File: src/rtl/decode_issue.sv
// Decode / register-read stage feeding the ALU: conditional execution, scoreboard
// stalls on in-flight register and flag writes, valid/ready output register.
module decode_issue #(
    parameter int DATA_W = 16,
    parameter int NREG   = 8,
    parameter int FCNT_W = 2
) (
    input  logic                      Clk,
    input  logic                      Reset,
    input  logic                      In_Valid,
    input  logic [15:0]               In_Instr,
    output logic                      In_Ready,
    output logic                      Out_Valid,
    input  logic                      Out_Ready,
    output logic [3:0]                Op_C,
    output logic [DATA_W-1:0]         Reg1,
    output logic [DATA_W-1:0]         Reg2,
    output logic [6:0]                Ld_Sh,
    output logic [$clog2(NREG)-1:0]   Dest,
    output logic                      Dest_En,
    input  logic                      WB_En,
    input  logic [$clog2(NREG)-1:0]   WB_Addr,
    input  logic [DATA_W-1:0]         WB_Data,
    input  logic                      Flag_En,
    input  logic [3:0]                Flag_In
);
    localparam int AW = $clog2(NREG);

    logic [DATA_W-1:0] regs_q [NREG];
    logic [DATA_W-1:0] regs_d [NREG];
    logic [NREG-1:0]   pending_q, pending_d;
    logic [3:0]        flags_q, flags_d;
    logic [FCNT_W-1:0] fcnt_q, fcnt_d;

    logic              out_valid_q, out_valid_d;
    logic [3:0]        op_q, op_d;
    logic [DATA_W-1:0] reg1_q, reg1_d, reg2_q, reg2_d;
    logic [6:0]        ld_sh_q, ld_sh_d;
    logic [AW-1:0]     dest_q, dest_d;
    logic              dest_en_q, dest_en_d;

    logic [1:0]    cond;
    logic [3:0]    opc;
    logic [AW-1:0] ra, rb, dest_idx;
    logic          use1, use2, has_dest, flag_wr, cond_pass;
    logic          stall, issue, fcnt_inc;
    logic          unused_flag_v;

    assign unused_flag_v = flags_q[0];

    always_comb begin
        cond     = In_Instr[15:14];
        opc      = In_Instr[13:10];
        ra       = In_Instr[9:7];
        rb       = In_Instr[6:4];
        use1     = !(opc == 4'b0110 || opc == 4'b1100 || opc == 4'b1111);
        use2     = (opc <= 4'b0101) || opc == 4'b0111 || opc == 4'b1011 || opc == 4'b1110;
        has_dest = !(opc == 4'b1011 || opc == 4'b1110 || opc == 4'b1111);
        dest_idx = (opc == 4'b1101) ? rb : ra;
        flag_wr  = (opc <= 4'b0101) || opc == 4'b1011;
        case (cond)
            2'b00:   cond_pass = 1'b1;
            2'b01:   cond_pass = flags_q[2];
            2'b10:   cond_pass = flags_q[3];
            default: cond_pass = flags_q[1];
        endcase
    end

    // Hazard check looks only at registered state; same-cycle writebacks cost one bubble.
    always_comb begin
        stall = (out_valid_q && !Out_Ready)
              || (use1 && pending_q[ra])
              || (use2 && pending_q[rb])
              || (has_dest && pending_q[dest_idx])
              || (cond != 2'b00 && fcnt_q != '0)
              || (flag_wr && fcnt_q == '1);
        In_Ready = !stall;
        issue    = In_Valid && !stall;
        fcnt_inc = issue && cond_pass && flag_wr;
    end

    always_comb begin
        regs_d    = regs_q;
        pending_d = pending_q;
        flags_d   = flags_q;
        fcnt_d    = fcnt_q;
        if (WB_En) begin
            regs_d[WB_Addr]    = WB_Data;
            pending_d[WB_Addr] = 1'b0;
        end
        if (issue && cond_pass && has_dest)
            pending_d[dest_idx] = 1'b1;
        if (Flag_En)
            flags_d = Flag_In;
        if (fcnt_inc && !Flag_En)
            fcnt_d = fcnt_q + 1'b1;
        else if (!fcnt_inc && Flag_En && fcnt_q != '0)
            fcnt_d = fcnt_q - 1'b1;
    end

    always_comb begin
        out_valid_d = out_valid_q;
        op_d        = op_q;
        reg1_d      = reg1_q;
        reg2_d      = reg2_q;
        ld_sh_d     = ld_sh_q;
        dest_d      = dest_q;
        dest_en_d   = dest_en_q;
        if (issue) begin
            out_valid_d = 1'b1;
            op_d        = cond_pass ? opc : 4'b1111;
            reg1_d      = regs_d[ra];
            reg2_d      = regs_d[rb];
            ld_sh_d     = In_Instr[6:0];
            dest_d      = dest_idx;
            dest_en_d   = cond_pass && has_dest;
        end else if (Out_Ready) begin
            out_valid_d = 1'b0;
        end
    end

    always_ff @(posedge Clk) begin
        if (Reset) begin
            regs_q      <= '{default: '0};
            pending_q   <= '0;
            flags_q     <= '0;
            fcnt_q      <= '0;
            out_valid_q <= 1'b0;
            op_q        <= 4'b1111;
            reg1_q      <= '0;
            reg2_q      <= '0;
            ld_sh_q     <= '0;
            dest_q      <= '0;
            dest_en_q   <= 1'b0;
        end else begin
            regs_q      <= regs_d;
            pending_q   <= pending_d;
            flags_q     <= flags_d;
            fcnt_q      <= fcnt_d;
            out_valid_q <= out_valid_d;
            op_q        <= op_d;
            reg1_q      <= reg1_d;
            reg2_q      <= reg2_d;
            ld_sh_q     <= ld_sh_d;
            dest_q      <= dest_d;
            dest_en_q   <= dest_en_d;
        end
    end

    assign Out_Valid = out_valid_q;
    assign Op_C      = op_q;
    assign Reg1      = reg1_q;
    assign Reg2      = reg2_q;
    assign Ld_Sh     = ld_sh_q;
    assign Dest      = dest_q;
    assign Dest_En   = dest_en_q;

endmodule
File: config.mk
export PLATFORM = sky130hd
export DESIGN_NAME = decode_issue
export DESIGN_NICKNAME = d
export VERILOG_FILES = /design/src/rtl/decode_issue.sv
export SDC_FILE = /design/constraint.sdc
export NUM_CORES = 1
export LEC_CHECK = 0
export BUFFER_PORTS_ARGS = -buffer_cell sky130_fd_sc_hd__buf_2
export CAP_MARGIN = 10
export CORE_MARGIN = 10
export CORE_UTILIZATION = 28
export DETAILED_ROUTE_END_ITERATION = 8
export SKIP_LAST_GASP = 1
export SLEW_MARGIN = 15
export SYNTH_ARGS = -nofsm -noshare
export SYNTH_HDL_FRONTEND = slang
export SYNTH_SLANG_ARGS = --single-unit
export TNS_END_PERCENT = 10
File: constraint.sdc
create_clock -name Clk -period 5 [get_ports Clk]
set_input_delay 0.5 -clock Clk [delete_from_list [all_inputs] [get_ports Clk]]
set_output_delay 0.5 -clock Clk [all_outputs]
set_load 0.02 [all_outputs]
==> run summary, run 1 <==
Row generation in the floorplan step produced 68 rows. The worst setup slack for register-to-register paths is 2.34 ns. Counting distinct cell types in the post-synthesis netlist gives 69. The smallest clock period supported by the final layout is computed as 3.15 ns. The boundary pin count is 94. The hold violation count in the final report is 0.

The number of buffers inserted during clock tree synthesis came out at 17. The floorplan step set the die height to 208 µm. The tree is rooted in a sky130_fd_sc_hd__clkbuf_16.

TritonCTS built the clock tree. The signal on the critical path passes through buf_2, nor3b_1, mux2i_1, o2111ai_1, a2111o_1, nand2_2, buf_12, mux2_2. In the final timing run, aggregate negative setup slack is 0 ns.

The slew of the pin with the lowest slew margin came out at 1.21 ns. The level count of the clock H-tree is 4. The static leakage power came out at 4.92 nW. The number of cells traversed by the worst register-to-register path came out at 7.

Summed over its instances, the top area cell type makes up 38.2% of the synthesized netlist area. The fraction of registers with async set/reset came out at 0%. The total wire length after detailed routing came out at 30,200 µm. The timing startpoint of the critical path is In_Instr[4]. In this run the post-CTS setup repair buffer count came out at 0. The DRC marker count from the first detailed-route iteration is 590.

The synthesized design contains 0 enable-type register cells. The final period utilization is 63.1%. The full die area is 0.0433 mm². The kind of start point of the critical path is an input port. The last element of the critical path is Reg2[7]. The worst register-to-register path ends at Reg2[7]. The max-slew violation count came out at 0.

The maximum achievable frequency is 317 MHz. The residual DRC count is 0. The ratio of cells with drive above 1 in the final layout is 18.6%. The floorplan die width came out at 208 µm. The arrival time at the worst endpoint is 3.49 ns. The total power after layout is 3.53 mW. The flow ran to the end, and the final reports show no timing, DRC or antenna violations.

The largest net degree at the start of global routing is 126. The effective utilization at floorplan is 28.5%. Yosys attributes the largest share of cell area to sky130_fd_sc_hd__dfxtp_1 38%, sky130_fd_sc_hd__mux2i_1 20%, sky130_fd_sc_hd__nor2_1 5.4%.

The final-report setup violation count is 0. The total power density per cell area came out at 315 mW/mm². The number of global-route vias before repair came out at 8,187. The per-cell via count in the routed design is 5.29. On the worst path, the slowest cell contributes a delay of 0.74 ns.

The startpoint of the lowest-slack register-to-register path is pending_q[5]. The number of hold buffers added after cts came out at 0. In this run the most used layer during global routing was met2. The proportion of synthesized chip area in sequential cells is 38.2%. Setup repair after global routing left no endpoint under its margin. Of all cell types, the one taking the most synthesized area is sky130_fd_sc_hd__dfxtp_1.

The area growth from synthesis to final layout came out at 13.2%. The final layout contains 1,154 nets. The largest fanout of any net on the critical path is 46. The path class of the tightest hold or removal check is input port to register. The post-DP HPWL came out at 19,200 µm.

The quantity of I/O buffers inserted on ports is 92. The number of clock sinks is 189. The global routing usage on met1 came out at 18.2%. The synthesized cell area came out at 0.00990 mm². The met2 layer usage reported by global route is 22.0%. For this design, the slowest cell found on the critical path is sky130_fd_sc_hd__buf_2. The count of instances resized after the clock tree is built came out at 0. The clock-pin slew reported for the worst setup and hold paths after clock tree synthesis is 0.08 ns. The main flop type after synthesis is sky130_fd_sc_hd__dfxtp_1.

The worst slew margin relative to its limit is 19.1%. The clock passes through at most 2 buffers. The synthesis-stage register bit count is 189.

The repair_antennas step left the layout with diodes totalling 0. The largest clock skew in the final design is 0.0104 ns. The global-route congestion overflow total came out at 0. The required time of the critical path came out at 5.34 ns. The met3 capacity usage during global routing is 2.44%. The Yosys step of the flow raised 0 warnings. At the end of routability-driven placement, the weighted congestion stood at 0.818.

The number of antenna violations at the first check in global routing is 1. The max-capacitance violation count is 0. The number of optimization iterations in the first detailed-route pass is 5.

VDD sags by at most 0.254 mV. Synthesis produced a netlist whose cell count is 1,095. The detail-routed net length per standard cell is 19.1 µm. STA classifies the critical path endpoint as a register. The global-route wire length before repair is 47,400 µm. The combined global-route utilization of all metal layers came out at 13.5%. The filler cell count in the final layout is 3,687.

The standard cell core area came out at 0.0347 mm². The via count of the routed design is 8,340. The per-instance average area after synthesis came out at 9.04 µm².

The final antenna-violating net count came out at 0. Synthesis produced a netlist with a net count of 1,140. The critical path class is input port to register. The later pin in the worst-skew pair is clocked with a latency of 0.45 ns.
## cell usage in the layout, fill, tap and decap left out, types with 10 or more instances in the layout
| cell type | Yosys | routed |
|---|---|---|
| sky130_fd_sc_hd__a211oi_1 | 17 | 17 |
| sky130_fd_sc_hd__a21oi_1 | 76 | 76 |
| sky130_fd_sc_hd__buf_2 | 27 | 91 |
| sky130_fd_sc_hd__o211ai_2 | 17 | 17 |
| sky130_fd_sc_hd__nand3_1 | 58 | 58 |
| sky130_fd_sc_hd__mux2i_1 | 196 | 196 |
| sky130_fd_sc_hd__mux2_2 | 17 | 17 |
| sky130_fd_sc_hd__nor2b_1 | 21 | 21 |
| sky130_fd_sc_hd__clkbuf_16 | 0 | 17 |
| sky130_fd_sc_hd__nor2_1 | 143 | 142 |
| sky130_fd_sc_hd__dfxtp_1 | 189 | 189 |
| sky130_fd_sc_hd__o211ai_1 | 16 | 16 |
| sky130_fd_sc_hd__a22oi_1 | 34 | 34 |
| sky130_fd_sc_hd__o21ai_0 | 24 | 24 |
| sky130_fd_sc_hd__nor3_1 | 10 | 10 |
| sky130_fd_sc_hd__o2111ai_1 | 16 | 16 |
| sky130_fd_sc_hd__o31ai_1 | 17 | 17 |
| sky130_fd_sc_hd__buf_4 | 4 | 20 |
| sky130_fd_sc_hd__nand2_1 | 40 | 40 |
## sequential cells by signal, summed over array words and instances, names as in the netlist
| register | flops |
|---|---|
| Dest | 3 |
| Dest_En | 1 |
| Ld_Sh | 7 |
| Op_C | 4 |
| Out_Valid | 1 |
| Reg1 | 16 |
| Reg2 | 16 |
| fcnt_q | 2 |
| flags_q | 3 |
| pending_q | 8 |
| regs_q | 128 |
## critical path, delay by kind of cell
| kind | cells | cell delay (ns) |
|---|---|---|
| buf+inv | 2 | 1.01 |
| compound gates | 2 | 0.77 |
| mux | 2 | 0.62 |
| simple gates | 2 | 0.53 |
## cell usage after synthesis, types with 8 or more instances
| cell | count |
|---|---|
| sky130_fd_sc_hd__mux2i_1 | 196 |
| sky130_fd_sc_hd__dfxtp_1 | 189 |
| sky130_fd_sc_hd__nor2_1 | 143 |
| sky130_fd_sc_hd__a21oi_1 | 76 |
| sky130_fd_sc_hd__clkbuf_1 | 69 |
| sky130_fd_sc_hd__nand3_1 | 58 |
| sky130_fd_sc_hd__nand2_1 | 40 |
| sky130_fd_sc_hd__a22oi_1 | 34 |
| sky130_fd_sc_hd__buf_2 | 27 |
| sky130_fd_sc_hd__o21ai_0 | 24 |
| sky130_fd_sc_hd__nor2b_1 | 21 |
| sky130_fd_sc_hd__a211oi_1 | 17 |
| sky130_fd_sc_hd__mux2_2 | 17 |
| sky130_fd_sc_hd__o211ai_2 | 17 |
| sky130_fd_sc_hd__o31ai_1 | 17 |
| sky130_fd_sc_hd__o2111ai_1 | 16 |
| sky130_fd_sc_hd__o211ai_1 | 16 |
| sky130_fd_sc_hd__buf_1 | 11 |
| sky130_fd_sc_hd__nor3_1 | 10 |
| sky130_fd_sc_hd__buf_6 | 8 |
## worst min-delay path by stage
stage,to,cells after the start,from,slack [ns]
final,Ld_Sh[3],3,In_Instr[3],0.29
after detailed placement,Ld_Sh[5],2,Ld_Sh[5],0.46
after floorplan,flags_q[3],2,flags_q[3],0.46
after CTS,flags_q[1],3,Flag_In[1],0.29
after global routing,Ld_Sh[3],3,In_Instr[3],0.32
after global placement,Ld_Sh[5],2,Ld_Sh[5],0.45
## logic make-up after synthesis
group           count (synthesis)  synth area share (%)
simple gates                  314                  15.3
compound gates                248                  17.9
mux                           217                  22.6
flops                         189                  38.2
buf+inv                       126                  5.89
xor+xnor                        1                0.0885
## layout make-up
class	count	area [µm²]	share of cell area [%]
multi-input combinational	780	5570	49.7
sequential	189	3780	33.7
timing repair buffer	115	668	5.96
tap	455	569	5.08
clock buffer	20	467	4.16
clock inverter	12	126	1.13
inverter	6	22.5	0.201
## power breakdown
part	total [mW]	switching, mW	internal [mW]	leakage (nW)
combinational	0.553	0.365	0.187	3.09
clock	1.40	0.654	0.744	0.298
sequential	1.58	0.0241	1.56	1.53
## routing by layer
| layer | wire length (µm) | vias to the layer above |
|---|---|---|
| met3 | 1530 | 37 |
| li1 | - | 3993 |
| met5 | 0 | - |
| met1 | 14200 | 4087 |
| met2 | 14100 | 223 |
| met4 | 370 | 0 |
## through the flow
step           cells  worst slack [ns]  area (µm²)  hold slack, ns  utilization (%)
2_1_floorplan   1095              2.20        9900           0.460                -
3_3_place_gp    1544              1.47       10600           0.451             30.6
4_1_cts         1576              1.87       11200           0.287             32.3
5_1_grt         1577              1.66       11200           0.319             32.3
6_report        1577              1.85       11200           0.291             32.3
3_5_place_dp    1544              1.41       10600           0.460             30.6
Note: power is estimated with default switching activity, not from simulation.
==> inputs of run 2 (changes only) <==
==> constraint.sdc (replaced) <==
create_clock -name Clk -period 2.75 [get_ports Clk]
set_input_delay 0.275 -clock Clk [delete_from_list [all_inputs] [get_ports Clk]]
set_output_delay 0.275 -clock Clk [all_outputs]
set_load 0.02 [all_outputs]
==> run summary, run 2 (same netlist as run 1, synthesis figures left out) <==
The startpoint of the lowest-slack register-to-register path is pending_q[0]. The worst stage delay on the critical path is 0.34 ns. The hold violation count in the final report is 0. The worst setup path is captured at a primary output.

The full die area came out at 0.0433 mm². In this run the static leakage power is 5.10 nW. Setup repair after global routing left no endpoint under its margin. The clock reaches the later pin of the worst-skew pair after 0.44 ns. The placer's final routability congestion estimate is 0.843. The quantity of I/O buffers inserted on ports is 92. The top cell types in the final layout, fill and taps aside, are 196 x sky130_fd_sc_hd__mux2i_1, 189 x sky130_fd_sc_hd__dfxtp_1, 142 x sky130_fd_sc_hd__nor2_1, 91 x sky130_fd_sc_hd__buf_2, 76 x sky130_fd_sc_hd__a21oi_1. The sum of negative setup slack came out at 0 ns. The register with the most flip-flops in the final layout is regs_q. The boundary pin count came out at 94.

Among all stages on the critical path, the largest delay is contributed by sky130_fd_sc_hd__nand4b_4. The number of flip-flops in the largest register came out at 128. The post-DP HPWL is 20,200 µm. The number of stages on the worst hold path came out at 3. The largest net degree at the start of global routing came out at 64.

The instance count after placement with tap cells included came out at 1,574. Power spread over the standard cell area amounts to 557 mW/mm². The largest clock skew in the final design is 0.00966 ns.

The critical path starts at In_Instr[11]. The final layout contains routed wiring with a total length of 30,700 µm. The count of standard-cell rows came out at 68. The largest fanout of any net on the critical path came out at 12. The area of combinational cells with multiple inputs came out at 0.00557 mm². The slew of the pin with the lowest slew margin came out at 0.567 ns. The buffer depth of the longest clock path is 2. The critical path crosses 9 cells after its start point.

The placement-stage cell area came out at 0.0110 mm². The kind of start point of the critical path is an input port. The H-tree was split into 4 levels.

The first global-routing pass estimated 47,600 µm of wire. The max-capacitance violation count is 0. Global routing used 13.6% of the available tracks across all layers.

The worst register-to-register path has a depth of 8. The ratio of cells with drive above 1 in the final layout is 20.7%. Walking the worst path, the cells encountered are buf_2, nand4b_4, buf_4, mux2i_1, o2111ai_1, a2111oi_4, buf_4, nor3_1, buf_2.

The number of buffers inserted during clock tree synthesis came out at 17. The maximum achievable frequency came out at 401 MHz. The worst pin sits at a relative slew slack of 62.2%.

The post-route non-filler standard cell count came out at 1,607. TritonCTS built the clock tree. The number of buffers inserted by post-CTS setup repair came out at 0. The global-route congestion overflow total is 0. For the worst setup path, the data required time is 2.48 ns. The most frequent standard cell in the layout excluding fill and tap cells is sky130_fd_sc_hd__mux2i_1.

The number of clock sinks is 189. Setup violations remaining at the end of the flow were counted as 0. The min-delay analysis places its worst path in the category input port to register. Once detail routing completed, the nets flagged for antenna violations numbered 0. The largest voltage drop on the vdd net came out at 0.472 mV. The number of buffer and inverter instances along the worst setup path came out at 4. The die height is 208 µm. The minimum clock period after layout came out at 2.49 ns.

The detail-routed net length per standard cell came out at 19.1 µm. Hold repair after CTS inserted 0 buffers. The filler cell count in the final layout is 3,624. The clock tree root buffer cell is sky130_fd_sc_hd__clkbuf_16. The count of instances resized after the clock tree is built is 0.

The number of antenna violations at the first check in global routing came to 2. The combined flip-flop and latch cell area came out at 0.00378 mm². The standard cell core area came out at 0.0347 mm². The area growth from synthesis to final layout is 16.8%. The via count of the routed design is 8,456. The final design instance area without fill is 0.0116 mm².

The residual DRC count is 0. In this run the most critical hold path is launched from In_Instr[0]. The floorplan die width is 208 µm. The kind of cell with the highest combined delay on the critical path is buffers and inverters. The per-cell via count in the routed design is 5.26. The number of global-route vias before repair is 8,169.

The setup path with the least slack is of type input port to primary output. The arrival time at the worst endpoint came out at 2.22 ns. The final period utilization is 90.7%. The flow ran to the end, and the final reports show no timing, DRC or antenna violations. The number of optimization iterations in the first detailed-route pass came out at 7. For this configuration, the core starts out at a cell density of 28.5%. The DRC marker count from the first detailed-route iteration came out at 543. The count of nets after finishing came out at 1,183. The max-slew violation count is 0. After clock tree synthesis, the clock-pin slew on the worst setup and hold paths is 0.08 ns.
==> run 2: changes by cell type in the layout (fill, tap and decap cells not counted), sizes merged <==
cell	previous run	this run
clkinvlp	0	2
diode	0	1
buf	115	144
inv	12	11
clkinv	5	4
==> run 2: path summary, 6_finish.rpt <==
kind	to	slack (ns)
worst max-delay path	In_Ready	0.26
worst min-delay path	Ld_Sh[0]	0.08
worst max register to register	pending_q[4]	0.31
worst min register to register	Ld_Sh[4]	0.47
==> run 2: routing by layer <==
layer | part of all wire (%) | wire, µm | GRT usage (%)
met1 | 46 | 14200 | 18.0
met2 | 46 | 14100 | 21.6
met3 | 6.4 | 1970 | 3.25
met4 | 1.5 | 465 | 3.44
met5 | 0 | 0 | 0
==> run 2: cell type report <==
cell class              instances  share of cell area [%]
multi-input cells             780                    48.2
flip-flops and latches        189                    32.7
repair buffers                144                    8.82
well taps                     455                    4.92
clock buffers                  20                    4.04
clock inverters                12                    1.08
inverters                       6                   0.195
diodes                          1                  0.0216
==> run 2: power breakdown <==
part	switching [mW]	leakage, nW	internal [mW]	total [mW]
combinational	0.681	3.28	0.389	1.07
sequential	0.0436	1.53	2.83	2.87
clock	1.15	0.288	1.35	2.50
==> run 2: worst min-delay path: stages <==
cell	delay [ns]
sky130_fd_sc_hd__buf_2	0.09
sky130_fd_sc_hd__nand3_1	0.05
sky130_fd_sc_hd__a21oi_1	0.05
==> run 2: stage by stage <==
step                      setup slack (ns)  power, mW  hold WS, ns  util (%)
after floorplan                      0.401       3.64        0.422         -
after global placement               0.189       3.99        0.451      31.6
after detailed placement             0.169       4.00        0.465      31.6
after CTS                            0.271       6.50       0.0585      33.3
after global routing                 0.115       6.69       0.0673      33.3
final                                0.256       6.44       0.0759      33.3
